**src/rtl/rram_pulse_sequencer.sv**
```systemverilog
// RRAM pulse sequencer: a Wishbone-controlled FSM that selects one RRAM cell
// and drives SETUP / PULSE / HOLD / SAMPLE / DONE phases for READ, SET and RESET.
// Optional feature: define RRAM_VERIFY_EN to add a read-verify loop after SET/RESET,
// with up to MAX_RETRY re-pulses before reporting fail.
module rram_pulse_sequencer #(
   parameter int unsigned ROW_W     = 4,
   parameter int unsigned COL_W     = 4,
   parameter int unsigned MAX_RETRY = 7
) (
   input  logic                    wb_clk_i,
   input  logic                    wb_rst_ni,
   input  logic                    wbs_stb_i,
   input  logic                    wbs_cyc_i,
   input  logic                    wbs_we_i,
   input  logic [31:0]             wbs_adr_i,
   input  logic [31:0]             wbs_dat_i,
   output logic                    wbs_ack_o,
   output logic [31:0]             wbs_dat_o,
   output logic [(1<<ROW_W)-1:0]   wl_en,
   output logic [(1<<COL_W)-1:0]   bl_en,
   output logic                    op_set,
   output logic                    op_reset,
   output logic                    pulse,
   output logic                    sense_en,
   input  logic                    sense_in,
   output logic                    irq
);

   localparam int unsigned NumRows = 1 << ROW_W;
   localparam int unsigned NumCols = 1 << COL_W;

   localparam logic [NumRows-1:0] RowOne = NumRows'(1);
   localparam logic [NumCols-1:0] ColOne = NumCols'(1);

   localparam logic [1:0] OpRead  = 2'd0;
   localparam logic [1:0] OpSet   = 2'd1;
   localparam logic [1:0] OpReset = 2'd2;
   localparam logic [1:0] OpRsvd  = 2'd3;

   localparam logic [1:0] AdrCtrl   = 2'd0;
   localparam logic [1:0] AdrTiming = 2'd1;
   localparam logic [1:0] AdrStatus = 2'd2;

   localparam logic [7:0] PwReset = 8'd10;
   localparam logic [3:0] SuReset = 4'd2;

   typedef enum logic [2:0] {
      StIdle,
      StSetup,
      StPulse,
      StHold,
      StSample,
      StDone
   } state_e;

   state_e             state_q, state_d;
   logic [7:0]         cnt_q, cnt_d;
   logic [1:0]         op_q, op_d;
   logic [ROW_W-1:0]   row_q, row_d;
   logic [COL_W-1:0]   col_q, col_d;
   logic [7:0]         pw_q, pw_d;       // pulse width latched at start, never 0
   logic [3:0]         su_q, su_d;       // setup length latched at start, never 0
   logic               done_q, done_d;
   logic               err_q, err_d;
   logic               result_q, result_d;
   logic               fail_q, fail_d;
   logic [3:0]         retries_q, retries_d;

   logic               ack_q;
   logic [31:0]        rdata_q, rdata_d;
   logic [7:0]         pw_cfg_q;
   logic [3:0]         su_cfg_q;

   logic               wb_req;
   logic               wr_ctrl, wr_timing;
   logic               start_req, start_ok, start_bad;
   logic               busy;
   logic               arr_active;

`ifdef RRAM_VERIFY_EN
   localparam logic [3:0] MaxRetry = MAX_RETRY[3:0];
`else
   logic [3:0] unused_max_retry;
   assign unused_max_retry = MAX_RETRY[3:0];
`endif

   logic unused_bus;
   assign unused_bus = ^{wbs_adr_i[31:4], wbs_adr_i[1:0], wbs_dat_i};

   // A new request is taken only when no ack is outstanding, giving one ack per transfer.
   assign wb_req    = wbs_stb_i & wbs_cyc_i & ~ack_q;
   assign wr_ctrl   = wb_req & wbs_we_i & (wbs_adr_i[3:2] == AdrCtrl);
   assign wr_timing = wb_req & wbs_we_i & (wbs_adr_i[3:2] == AdrTiming);
   assign start_req = wr_ctrl & wbs_dat_i[0];
   assign start_ok  = start_req & (state_q == StIdle) & (wbs_dat_i[2:1] != OpRsvd);
   assign start_bad = start_req & ~start_ok;

   assign busy       = (state_q != StIdle);
   assign arr_active = (state_q == StSetup) || (state_q == StPulse) ||
                       (state_q == StHold)  || (state_q == StSample);

   // Read data mux, registered so it is valid alongside ack.
   always_comb begin
      rdata_d = 32'd0;
      unique case (wbs_adr_i[3:2])
         AdrTiming: rdata_d = {20'd0, su_cfg_q, pw_cfg_q};
         AdrStatus: rdata_d = {20'd0, retries_q, 3'd0, fail_q, err_q, result_q, done_q, busy};
         default:   rdata_d = 32'd0;
      endcase
   end

   // Wishbone ack, read data and TIMING configuration register.
   always_ff @(posedge wb_clk_i or negedge wb_rst_ni) begin
      if (!wb_rst_ni) begin
         ack_q    <= 1'b0;
         rdata_q  <= 32'd0;
         pw_cfg_q <= PwReset;
         su_cfg_q <= SuReset;
      end else begin
         ack_q <= wb_req;
         if (wb_req && !wbs_we_i) begin
            rdata_q <= rdata_d;
         end
         if (wr_timing) begin
            pw_cfg_q <= wbs_dat_i[7:0];
            su_cfg_q <= wbs_dat_i[11:8];
         end
      end
   end

   assign wbs_ack_o = ack_q;
   assign wbs_dat_o = rdata_q;

   // Sequencer next-state, operand latching and status updates.
   always_comb begin
      state_d   = state_q;
      cnt_d     = cnt_q;
      op_d      = op_q;
      row_d     = row_q;
      col_d     = col_q;
      pw_d      = pw_q;
      su_d      = su_q;
      done_d    = done_q;
      err_d     = err_q;
      result_d  = result_q;
      fail_d    = fail_q;
      retries_d = retries_q;

      if (start_bad) begin
         err_d = 1'b1;
      end

      unique case (state_q)
         StIdle: begin
            if (start_ok) begin
               state_d   = StSetup;
               cnt_d     = 8'd0;
               op_d      = wbs_dat_i[2:1];
               row_d     = wbs_dat_i[4 +: ROW_W];
               col_d     = wbs_dat_i[8 +: COL_W];
               pw_d      = (pw_cfg_q == 8'd0) ? 8'd1 : pw_cfg_q;
               su_d      = (su_cfg_q == 4'd0) ? 4'd1 : su_cfg_q;
               done_d    = 1'b0;
               err_d     = 1'b0;
               fail_d    = 1'b0;
               retries_d = 4'd0;
            end
         end
         StSetup: begin
            if (cnt_q == ({4'd0, su_q} - 8'd1)) begin
               state_d = StPulse;
               cnt_d   = 8'd0;
            end else begin
               cnt_d = cnt_q + 8'd1;
            end
         end
         StPulse: begin
            if (cnt_q == (pw_q - 8'd1)) begin
               state_d = StHold;
               cnt_d   = 8'd0;
            end else begin
               cnt_d = cnt_q + 8'd1;
            end
         end
         StHold: begin
            cnt_d = 8'd0;
            if (op_q == OpRead) begin
               state_d = StSample;
            end else begin
`ifdef RRAM_VERIFY_EN
               state_d = StSample;
`else
               state_d = StDone;
               done_d  = 1'b1;
`endif
            end
         end
         StSample: begin
            if (cnt_q == 8'd0) begin
               cnt_d = 8'd1;
            end else begin
               cnt_d    = 8'd0;
               result_d = sense_in;
               if (op_q == OpRead) begin
                  state_d = StDone;
                  done_d  = 1'b1;
               end else begin
`ifdef RRAM_VERIFY_EN
                  // SET should leave the cell low-resistance (1), RESET high-resistance (0).
                  if (sense_in == (op_q == OpSet)) begin
                     state_d = StDone;
                     done_d  = 1'b1;
                     fail_d  = 1'b0;
                  end else if (retries_q < MaxRetry) begin
                     state_d   = StSetup;
                     retries_d = retries_q + 4'd1;
                  end else begin
                     state_d = StDone;
                     done_d  = 1'b1;
                     fail_d  = 1'b1;
                  end
`else
                  state_d = StDone;
                  done_d  = 1'b1;
`endif
               end
            end
         end
         StDone: begin
            state_d = StIdle;
         end
         default: begin
            state_d = StIdle;
         end
      endcase
   end

   // Sequencer state and status registers.
   always_ff @(posedge wb_clk_i or negedge wb_rst_ni) begin
      if (!wb_rst_ni) begin
         state_q   <= StIdle;
         cnt_q     <= 8'd0;
         op_q      <= OpRead;
         row_q     <= '0;
         col_q     <= '0;
         pw_q      <= 8'd1;
         su_q      <= 4'd1;
         done_q    <= 1'b0;
         err_q     <= 1'b0;
         result_q  <= 1'b0;
         fail_q    <= 1'b0;
         retries_q <= 4'd0;
      end else begin
         state_q   <= state_d;
         cnt_q     <= cnt_d;
         op_q      <= op_d;
         row_q     <= row_d;
         col_q     <= col_d;
         pw_q      <= pw_d;
         su_q      <= su_d;
         done_q    <= done_d;
         err_q     <= err_d;
         result_q  <= result_d;
         fail_q    <= fail_d;
         retries_q <= retries_d;
      end
   end

   // Array drives decode straight from state so an async reset drops them at once.
   always_comb begin
      wl_en    = arr_active ? (RowOne << row_q) : '0;
      bl_en    = arr_active ? (ColOne << col_q) : '0;
      op_set   = arr_active && (op_q == OpSet);
      op_reset = arr_active && (op_q == OpReset);
      pulse    = (state_q == StPulse);
      sense_en = (state_q == StSample);
      irq      = (state_q == StDone);
   end

endmodule

```
**config.mk**
```make
export PLATFORM = sky130hd
export DESIGN_NAME = rram_pulse_sequencer
export DESIGN_NICKNAME = d
export VERILOG_FILES = /design/src/rtl/rram_pulse_sequencer.sv
export SDC_FILE = /design/constraint.sdc
export NUM_CORES = 1
export LEC_CHECK = 0
export ABC_AREA = 0
export BUFFER_PORTS_ARGS = -buffer_cell sky130_fd_sc_hd__buf_2
export CAP_MARGIN = 25
export CORE_UTILIZATION = 45
export CTS_CLUSTER_DIAMETER = 150
export DETAILED_ROUTE_END_ITERATION = 10
export GPL_ROUTABILITY_DRIVEN = 0
export GPL_TIMING_DRIVEN = 0
export PLACE_DENSITY = 0.83
export SKIP_CTS_REPAIR_TIMING = 1
export SLEW_MARGIN = 40
export SYNTH_ARGS = -nofsm -noshare
export SYNTH_HDL_FRONTEND = slang
export SYNTH_SLANG_ARGS = --single-unit
```
**constraint.sdc**
```tcl
create_clock -name wb_clk_i -period 2.9 [get_ports wb_clk_i]
set_input_delay 0.725 -clock wb_clk_i [delete_from_list [all_inputs] [get_ports wb_clk_i]]
set_output_delay 0.725 -clock wb_clk_i [all_outputs]
set_load 0.005 [all_outputs]
```
==> results of run 1 <==
-- registers in the layout, summed over array words and instances, names as in the netlist, 4 cells and up --
signal,count
su_q,4
cnt_q,8
row_q,4
pw_q,8
col_q,4
su_cfg_q,4
wbs_dat_o,12
pw_cfg_q,8
-- cells in the mapped netlist, drive strengths merged, types with 5 or more instances --
cell and count:
xnor2 7, nand2 46, clkbuf 6, nand3 12, inv 12, a22o 7, ha 7, buf 28
xor2 9, dfrtp 56, dfstp 5, o21ai 28, nor3 12, nand2b 5, mux2 31, nor2 39
-- per-stage QoR --
stage | power (mW) | area, um2 | worst slack [ns] | TNS, ns
2_1_floorplan | 2.01 | 3640 | 0.571 | 0
3_3_place_gp | 2.30 | 4120 | 0.192 | 0
3_5_place_dp | 2.35 | 4120 | 0.164 | 0
4_1_cts | 3.18 | 4330 | -0.0170 | -0.0209
5_1_grt | 3.37 | 4340 | 0.0187 | 0
6_report | 3.19 | 4340 | 0.241 | 0
-- power by group --
| group | total (mW) | internal [mW] | leakage, nW | switching, mW |
|---|---|---|---|---|
| combinational | 1.09 | 0.495 | 1.27 | 0.592 |
| clock | 0.831 | 0.484 | 0.107 | 0.348 |
| sequential | 1.27 | 1.04 | 0.789 | 0.225 |
-- worst max-delay path by stage --
stage	from	to	slack, ns
final	state_q[1]	wl_en[0]	0.24
after global routing	state_q[1]	bl_en[0]	0.02
after CTS	state_q[1]	wl_en[0]	-0.02
after detailed placement	wbs_adr_i[2]	op_q[1]	0.16
after global placement	wbs_adr_i[2]	op_q[1]	0.19
after floorplan	pw_q[0]	cnt_q[2]	0.57
-- metal layers --
metal / up-vias / routed length (um)
li1: 1418 / -
met1: 1433 / 3640
met2: 85 / 4060
met3: 18 / 365
met4: 0 / 173
met5: - / 0
-- logic make-up after synthesis --
logic type                 count (synthesis)
buffers and inverters                     46
AOI/OAI and AO/OA                         57
xor gates and xnor gates                  16
DFF                                       61
adders and majority gates                  7
and+or+nand+nor                          144
muxes                                     32
other                                      1
-- worst reg2reg max path, delay by kind of cell (launching register included) --
kind | cells | cell delay [ns]
AND/OR/NAND/NOR | 1 | 0.19
flip-flops | 1 | 0.58
adder cells (fa/ha/maj) | 1 | 0.29
AO/OA/AOI/OAI | 3 | 1.33
buffers and inverters | 1 | 0.08
-- layout make-up --
| cell class | count | share of cell area |
|---|---|---|
| multi-input cells | 276 | 0.423 |
| flip-flops and latches | 61 | 0.353 |
| repair buffers | 69 | 0.0810 |
| plain buffers | 33 | 0.0536 |
| clock buffers | 10 | 0.0294 |
| well taps | 102 | 0.0294 |
| clock inverters | 6 | 0.0199 |
| inverters | 12 | 0.0104 |
==> flow_metrics.tcl, run 1 <==
set metrics [dict create \
    grt_max_degree 62 \
    worst_setup_path_start_kind "flop" \
    async_flop_share 1.00 \
    drv.max_cap_violation_count 0 \
    warnings_from_yosys 0 \
    dieArea_um2 8300 \
    layout.cells.most_common_list "buf_2 (71), dfrtp_1 (56), nand2_1 (44)" \
    worst-endpoint-required_ns 2.17 \
    worst_path_max_delay_cell "dfrtp_1" \
    synth_cells 364 \
    synth_sequential_area_ratio 0.429 \
    number_of_flops_mapped_to_enable_cells_by_yosys 0 \
    cts.reportedPaths.clkPinSlew_ns 0.07 \
    post_synth_instance_area_um2 3570 \
    antennaDiodeCount 0 \
    avgViaCountPerCell 5.19 \
    post_synth_fa_ha_maj_area_fraction 0.0245 \
    dpl.cell_count 554 \
    stdcell_count 569 \
    yosys.area.top_type "dfrtp_1" \
    multiInputGateArea_um2 1840 \
    site_row_count 32 \
    layout.nets 539 \
    core-area_um2 7690 \
    floorplan.initialDensity 0.465 \
    setup.worst_path.class "reg2out" \
    synth_compound_area_frac 0.129 \
    drt.antenna.violating_nets 0 \
    rr_endpoint "cnt_q[3]" \
    finalHoldViolations 0 \
    post_synth_simple_gate_area 0.196 \
    top_usage_layer "met2" \
    outcome "finished clean" \
    final-seq-area_um2 1530 \
    cts_sink_count 61 \
    vias_in_the_first_global_route 2794 \
    drt-total-wl_um 8230 \
    detail_route.first_pass.iterations 4 \
    post_route_cells_drive_above_1_share 0.355 \
    worst_path_dominant_cell_family "simple AND/OR/NAND/NOR gates" \
    mean_routed_wirelength_per_cell_um 14.5 \
    finalSetupViolations 0 \
    number_of_cells_on_the_worst_reg_to_reg_path 6 \
    die_w_um 91.1 \
    finalHoldWorstSlack_ns 0.328 \
    synth.lib_cells_used.distinct 55 \
    period_needed_ns 2.66 \
    route.vias.total 2954 \
    worstSetupPathDepth 5 \
    finalClockSkew_ns 0.00878 \
    global_route.usage.met2 0.335 \
    total_of_buffers_placed_on_input_and_output_ports 69 \
    sort_of_element_at_the_end_of_the_critical_path "output port" \
    number_of_h_tree_branching_levels 3 \
    numCtsBuffers 9 \
    yosys-top-cells-area "dfrtp_1 (39%), mux2_2 (9.8%), nand2_1 (4.8%)" \
    die_y_um 91.1 \
    drcViolationCount 0 \
    slew-limit-headroom 0.534 \
    clock_tree_from_tritoncts "yes" \
    synth_ff_type "dfrtp_1" \
    timing.critical_path.buf_inv 1 \
    cp_cell_sequence "o21ai_1, nand2_2, or3_1, nor3_1, buf_2" \
    synth_register_bits 61 \
    timing.rr.start "pw_q[0]" \
    path_max_fanout 9 \
    leakagePower_nw 2.17 \
    worst_ir_drop_vdd_mv 0.504 \
    groute.layer.met3.usage 0.0343 \
    final-max-slew-violation-count 0 \
    clk_latency_ns 0.34 \
    r2r_slack_ns 0.32 \
    io_pins 140 \
    worst_hold_path_type "in2async" \
    cts_root_buf "clkbuf_8" \
    final.fill_count 656 \
    power.density_nw_per_um2 735 \
    cp.arrival_ns 1.93 \
    timing_worst_slew_pin_value_ns 0.695 \
    synthXorXnorAreaFrac 0.0413 \
    maximum_frequency_from_static_timing_analysis_mhz 376 \
    syn_to_final_growth_pct 21.4 \
    detail_route.iter0.violations 110 \
    cts.path.max_buffers 2 \
    combined_global_route_utilization_of_all_metal_layers 0.205 \
    post-dp-hpwl_um 6010 \
    final_common_cell "buf_2" \
    share_of_the_core_filled_with_cells 0.564 \
    syn-mean-instance-area_um2 9.82 \
    rsz0062_at_grt "no" \
    main_combinational_cell_family_by_area_after_synthesis "simple AND/OR/NAND/NOR gates" \
    largest_incremental_delay_on_the_critical_path_ns 0.46 \
    post-synth-top-area-fraction 0.392 \
    synth.mux.area_fraction 0.100 \
    antenna_violations_before_repair 0 \
    groute.layer.met1.usage 0.267 \
    grt_first_pass_wirelength_um 13400 \
    final_min_period_over_clock_period 0.917 \
    grt.overflow.total 0 \
]
No activity file was read; power rests on OpenSTA's default activity.
==> run 2, diff against run 1 <==
CAP_MARGIN = 20   (was 25)
CORE_UTILIZATION = 49   (was 45)
PLACE_DENSITY = 0.88   (was 0.83)
==> run 2 against run 1 <==
Die area fell by 8.0%. Core utilization rose by 6.4 points. Sequential power barely moved. Sequential share of layout area barely moved. Count of clock-buffer cells in the layout rose by 1. Maximum frequency fell by 2.2%.
==> flow_metrics.tcl, run 2 (synthesis gave the netlist of run 1 again) <==
set metrics [dict create \
    detail_route.first_pass.iterations 5 \
    cts_sink_count 61 \
    post_layout_power_mw 3.22 \
    post-dp-hpwl_um 6100 \
    number_of_flip_flops_under_the_largest_register_name 12 \
    antenna_violations_before_repair 0 \
    clock_tree_from_tritoncts "yes" \
    setup.worst_path.class "reg2out" \
    number_of_h_tree_branching_levels 3 \
    clk_latency_ns 0.35 \
    drv.max_cap_violation_count 0 \
    final_min_period_over_clock_period 0.937 \
    route.vias.total 2992 \
    sort_of_element_at_the_end_of_the_critical_path "output port" \
    finalClockSkew_ns 0.00934 \
    syn_to_final_growth_pct 21.5 \
    rsz0062_at_grt "no" \
    cp.arrival_ns 1.99 \
    maximum_frequency_from_static_timing_analysis_mhz 368 \
    finalHoldViolations 0 \
    layout.cells.most_common_list "buf_2 (71), dfrtp_1 (56), nand2_1 (44)" \
    antennaDiodeCount 0 \
    drt-total-wl_um 8240 \
    site_row_count 30 \
    outcome "finished clean" \
    final_common_cell "buf_2" \
    mean_routed_wirelength_per_cell_um 14.6 \
    timing.setup.tns_ns 0 \
    number_of_cells_on_the_worst_reg_to_reg_path 6 \
    worst_setup_path_start_kind "flop" \
    leakagePower_nw 2.17 \
    die_y_um 87.4 \
    avgViaCountPerCell 5.31 \
    dieArea_um2 7640 \
    path_max_fanout 9 \
    r2r_slack_ns 0.31 \
    worst_ir_drop_vdd_mv 0.444 \
    timing.rr.start "pw_q[0]" \
    detail_route.iter0.violations 178 \
    period_needed_ns 2.72 \
    finish.instance_area_um2 4340 \
    grt_first_pass_wirelength_um 13700 \
    cts.path.max_buffers 2 \
    core-area_um2 6910 \
    worst-endpoint-required_ns 2.17 \
    layout.nets 539 \
    die_w_um 87.4 \
    final-max-slew-violation-count 0 \
    placement.cell_area_um2 4110 \
    rr_endpoint "cnt_q[3]" \
    post_route_cells_drive_above_1_share 0.355 \
    finalSetupViolations 0 \
    total_of_buffers_placed_on_input_and_output_ports 69 \
    share_of_the_core_filled_with_cells 0.629 \
    timing_worst_slew_pin_value_ns 0.686 \
    slew-limit-headroom 0.540 \
    io_pins 140 \
    cts_root_buf "clkbuf_8" \
    numCtsBuffers 9 \
    power.density_nw_per_um2 741 \
    drcViolationCount 0 \
    grt.overflow.total 0 \
    cts.reportedPaths.clkPinSlew_ns 0.07 \
    grt_max_degree 62 \
    worst_hold_path_type "in2async" \
    floorplan.initialDensity 0.517 \
    drt.antenna.violating_nets 0 \
    vias_in_the_first_global_route 2899 \
    combined_global_route_utilization_of_all_metal_layers 0.236 \
]
[run 2: changes by cell type in the layout (fill, tap and decap cells not counted), sizes merged]
cell      previous run  this run
clkinvlp             1         2
clkinv               2         1
clkbuf              15        16
inv                 13        12
[run 2: worst max path at each step]
stage	from	to	slack, ns	cells after the start
final	state_q[1]	bl_en[0]	0.18	5
after global routing	state_q[2]	bl_en[0]	0.08	7
after CTS	state_q[1]	bl_en[0]	-0.08	6
after detailed placement	wbs_stb_i	op_q[1]	0.16	8
after global placement	wbs_stb_i	op_q[1]	0.19	8
after floorplan	pw_q[0]	cnt_q[2]	0.57	6
[run 2: cell type report]
class / count / area, um2
timing repair buffer: 69 / 352
buffer: 33 / 233
sequential: 61 / 1530
clock inverter: 5 / 83.8
fill: 567 / 2560
multi-input combinational: 276 / 1840
inverter: 12 / 45.0
clock buffer: 11 / 141
tap: 96 / 120
[run 2: power breakdown]
| group | total, mW | switching, mW | internal (mW) | leakage, nW |
|---|---|---|---|---|
| Clock | 0.860 | 0.351 | 0.509 | 0.106 |
| Sequential | 1.27 | 0.228 | 1.04 | 0.789 |
| Combinational | 1.09 | 0.591 | 0.495 | 1.27 |
| Total | 3.22 | 1.17 | 2.05 | 2.17 |
[run 2: metrics by stage]
step | instances | setup slack [ns] | hold slack [ns]
final | 563 | 0.182 | 0.332
after global routing | 563 | 0.0843 | 0.393
after CTS | 564 | -0.0780 | 0.480
after detailed placement | 548 | 0.157 | 0.475
after global placement | 548 | 0.189 | 0.459
after floorplan | 383 | 0.571 | 0.429
[run 2: metal layers]
layer  share of wire  global-route usage
met1            0.43               0.299
met2            0.49               0.387
met3           0.060              0.0436
met4           0.026               0.118
met5               0                   0
[run 2: worst max-delay path, cell delays in order, from the launching register on]
cell	delay [ns]
dfrtp_1	0.46
o21ai_1	0.30
nand2_2	0.16
or3_1	0.39
nor3_1	0.19
buf_2	0.15
==> run 3, diff against run 2 <==
RECOVER_POWER = 25   (was not set)
==> run 3 against run 2 <==
Routed wire length decreased by 0.24%. Critical path depth unchanged. Non-clock buffer count unchanged. Hold slack improved by 0.15 ns. Cell count unchanged. Die area unchanged.
==> flow_metrics.tcl, run 3 (synthesis gave the netlist of run 1 again) <==
set metrics [dict create \
    slew-limit-headroom 0.00279 \
    finalSetupViolations 0 \
    rr_endpoint "cnt_q[3]" \
    antennaDiodeCount 0 \
    grt.overflow.total 0 \
    drcViolationCount 0 \
    core-area_um2 6910 \
    cts.path.max_buffers 2 \
    timing.final.ws_setup_ns 0.196 \
    grt_max_degree 62 \
    dp_worst_setup_slack_ns 0.157 \
    route.vias.total 3018 \
    grt_first_pass_wirelength_um 13700 \
    number_of_cells_on_the_worst_reg_to_reg_path 6 \
    global_route.usage.met2 0.387 \
    post_layout_power_mw 3.21 \
    final-max-slew-violation-count 0 \
    total_of_buffers_placed_on_input_and_output_ports 69 \
    power.density_nw_per_um2 741 \
    worst_setup_path_start_kind "flop" \
    floorplan.initialDensity 0.517 \
    combined_global_route_utilization_of_all_metal_layers 0.236 \
    cp_cell_sequence "o21ai_1, nand2_2, or3_1, nor3_1, buf_2" \
    worst_hold_path_type "reg2reg" \
    post-dp-hpwl_um 6100 \
    post_route_cells_drive_above_1_share 0.355 \
    cts_sink_count 61 \
    detail_route.first_pass.iterations 4 \
    syn_to_final_growth_pct 21.4 \
    drt-total-wl_um 8220 \
    layout.cells.most_common_list "buf_2 (71), dfrtp_1 (56), nand2_1 (44)" \
    finalHoldWorstSlack_ns 0.480 \
    die_y_um 87.4 \
    vias_in_the_first_global_route 2899 \
    period_needed_ns 2.70 \
    site_row_count 30 \
    largest_incremental_delay_on_the_critical_path_ns 0.46 \
    clock_tree_from_tritoncts "yes" \
    antenna_violations_before_repair 0 \
    leakagePower_nw 2.17 \
    worst_hold_path.num_cells 2 \
    rsz0062_at_grt "no" \
    finalHoldViolations 0 \
    final_min_period_over_clock_period 0.932 \
    clk_latency_ns 0.35 \
    drt.antenna.violating_nets 0 \
    worst_hold_end "wbs_dat_o[7]" \
    mean_routed_wirelength_per_cell_um 14.6 \
    detail_route.iter0.violations 178 \
    die_w_um 87.4 \
    number_of_h_tree_branching_levels 3 \
    r2r_slack_ns 0.31 \
    maximum_frequency_from_static_timing_analysis_mhz 370 \
    top_usage_layer "met2" \
    final_common_cell "buf_2" \
    worst_ir_drop_vdd_mv 0.444 \
    timing_worst_slew_pin_value_ns 1.50 \
    number_of_flip_flops_under_the_largest_register_name 12 \
    finalClockSkew_ns 0.00787 \
    groute.layer.met1.usage 0.299 \
    setup.worst_path.class "reg2out" \
    cp.arrival_ns 1.98 \
    timing.rr.start "pw_q[0]" \
    cts.reportedPaths.clkPinSlew_ns 0.07 \
    timing.critical_path.buf_inv 1 \
    io_pins 140 \
    avgViaCountPerCell 5.36 \
    drv.max_cap_violation_count 0 \
    layout.nets 539 \
    sort_of_element_at_the_end_of_the_critical_path "output port" \
    groute.layer.met3.usage 0.0436 \
    path_max_fanout 9 \
    worst_path_dominant_cell_family "simple AND/OR/NAND/NOR gates" \
    outcome "finished clean" \
    worstHoldStart "wbs_dat_o[7]" \
    cts_root_buf "clkbuf_8" \
    dieArea_um2 7640 \
    numCtsBuffers 9 \
    worst_path_max_delay_cell "dfrtp_1" \
    worst-endpoint-required_ns 2.17 \
]
## run 3: through the flow
step / cell area [um2] / TNS (ns) / instances / utilization
after floorplan: 3640 / 0 / 383 / -
after global placement: 4110 / 0 / 548 / 0.595
after detailed placement: 4110 / 0 / 548 / 0.595
after CTS: 4340 / -0.144 / 564 / 0.628
after global routing: 4340 / 0 / 563 / 0.628
final: 4340 / 0 / 563 / 0.628
## run 3: per-layer routing
layer | vias up | share of wire | routed length, um
met2 | 129 | 0.49 | 4010
met4 | 0 | 0.026 | 210
li1 | 1415 | - | -
met3 | 19 | 0.061 | 500
met5 | - | 0 | 0
met1 | 1455 | 0.43 | 3500
## run 3: cell type report
class                           instances  area (um2)
Timing Repair Buffer                   69         345
Clock inverter                          5        83.8
Multi-Input combinational cell        276        1840
Buffer                                 33         233
Inverter                               12        45.0
Fill cell                             569        2570
Clock buffer                           11         141
Sequential cell                        61        1530
Tap cell                               96         120
## run 3: where the power goes
| part | total (mW) | internal (mW) | switching (mW) |
|---|---|---|---|
| registers | 1.27 | 1.04 | 0.227 |
| clock network | 0.859 | 0.509 | 0.350 |
| logic | 1.08 | 0.495 | 0.590 |
## run 3: worst reg2reg max path, delay by kind of cell, from the launching register on
kind	cells	cell delay (ns)
AO/OA/AOI/OAI	3	1.33
AND/OR/NAND/NOR	1	0.18
flip-flops	1	0.59
adder cells (fa/ha/maj)	1	0.29
buffers and inverters	1	0.08
## run 3: how the worst max path moves through the flow
stage | from | end | slack, ns | cells past startpoint
2_1_floorplan | pw_q[0] | cnt_q[2] | 0.57 | 6
3_3_place_gp | wbs_stb_i | op_q[1] | 0.19 | 8
3_5_place_dp | wbs_stb_i | op_q[1] | 0.16 | 8
4_1_cts | state_q[1] | bl_en[0] | -0.08 | 6
5_1_grt | state_q[2] | bl_en[0] | 0.08 | 7
6_report | state_q[1] | bl_en[0] | 0.20 | 5
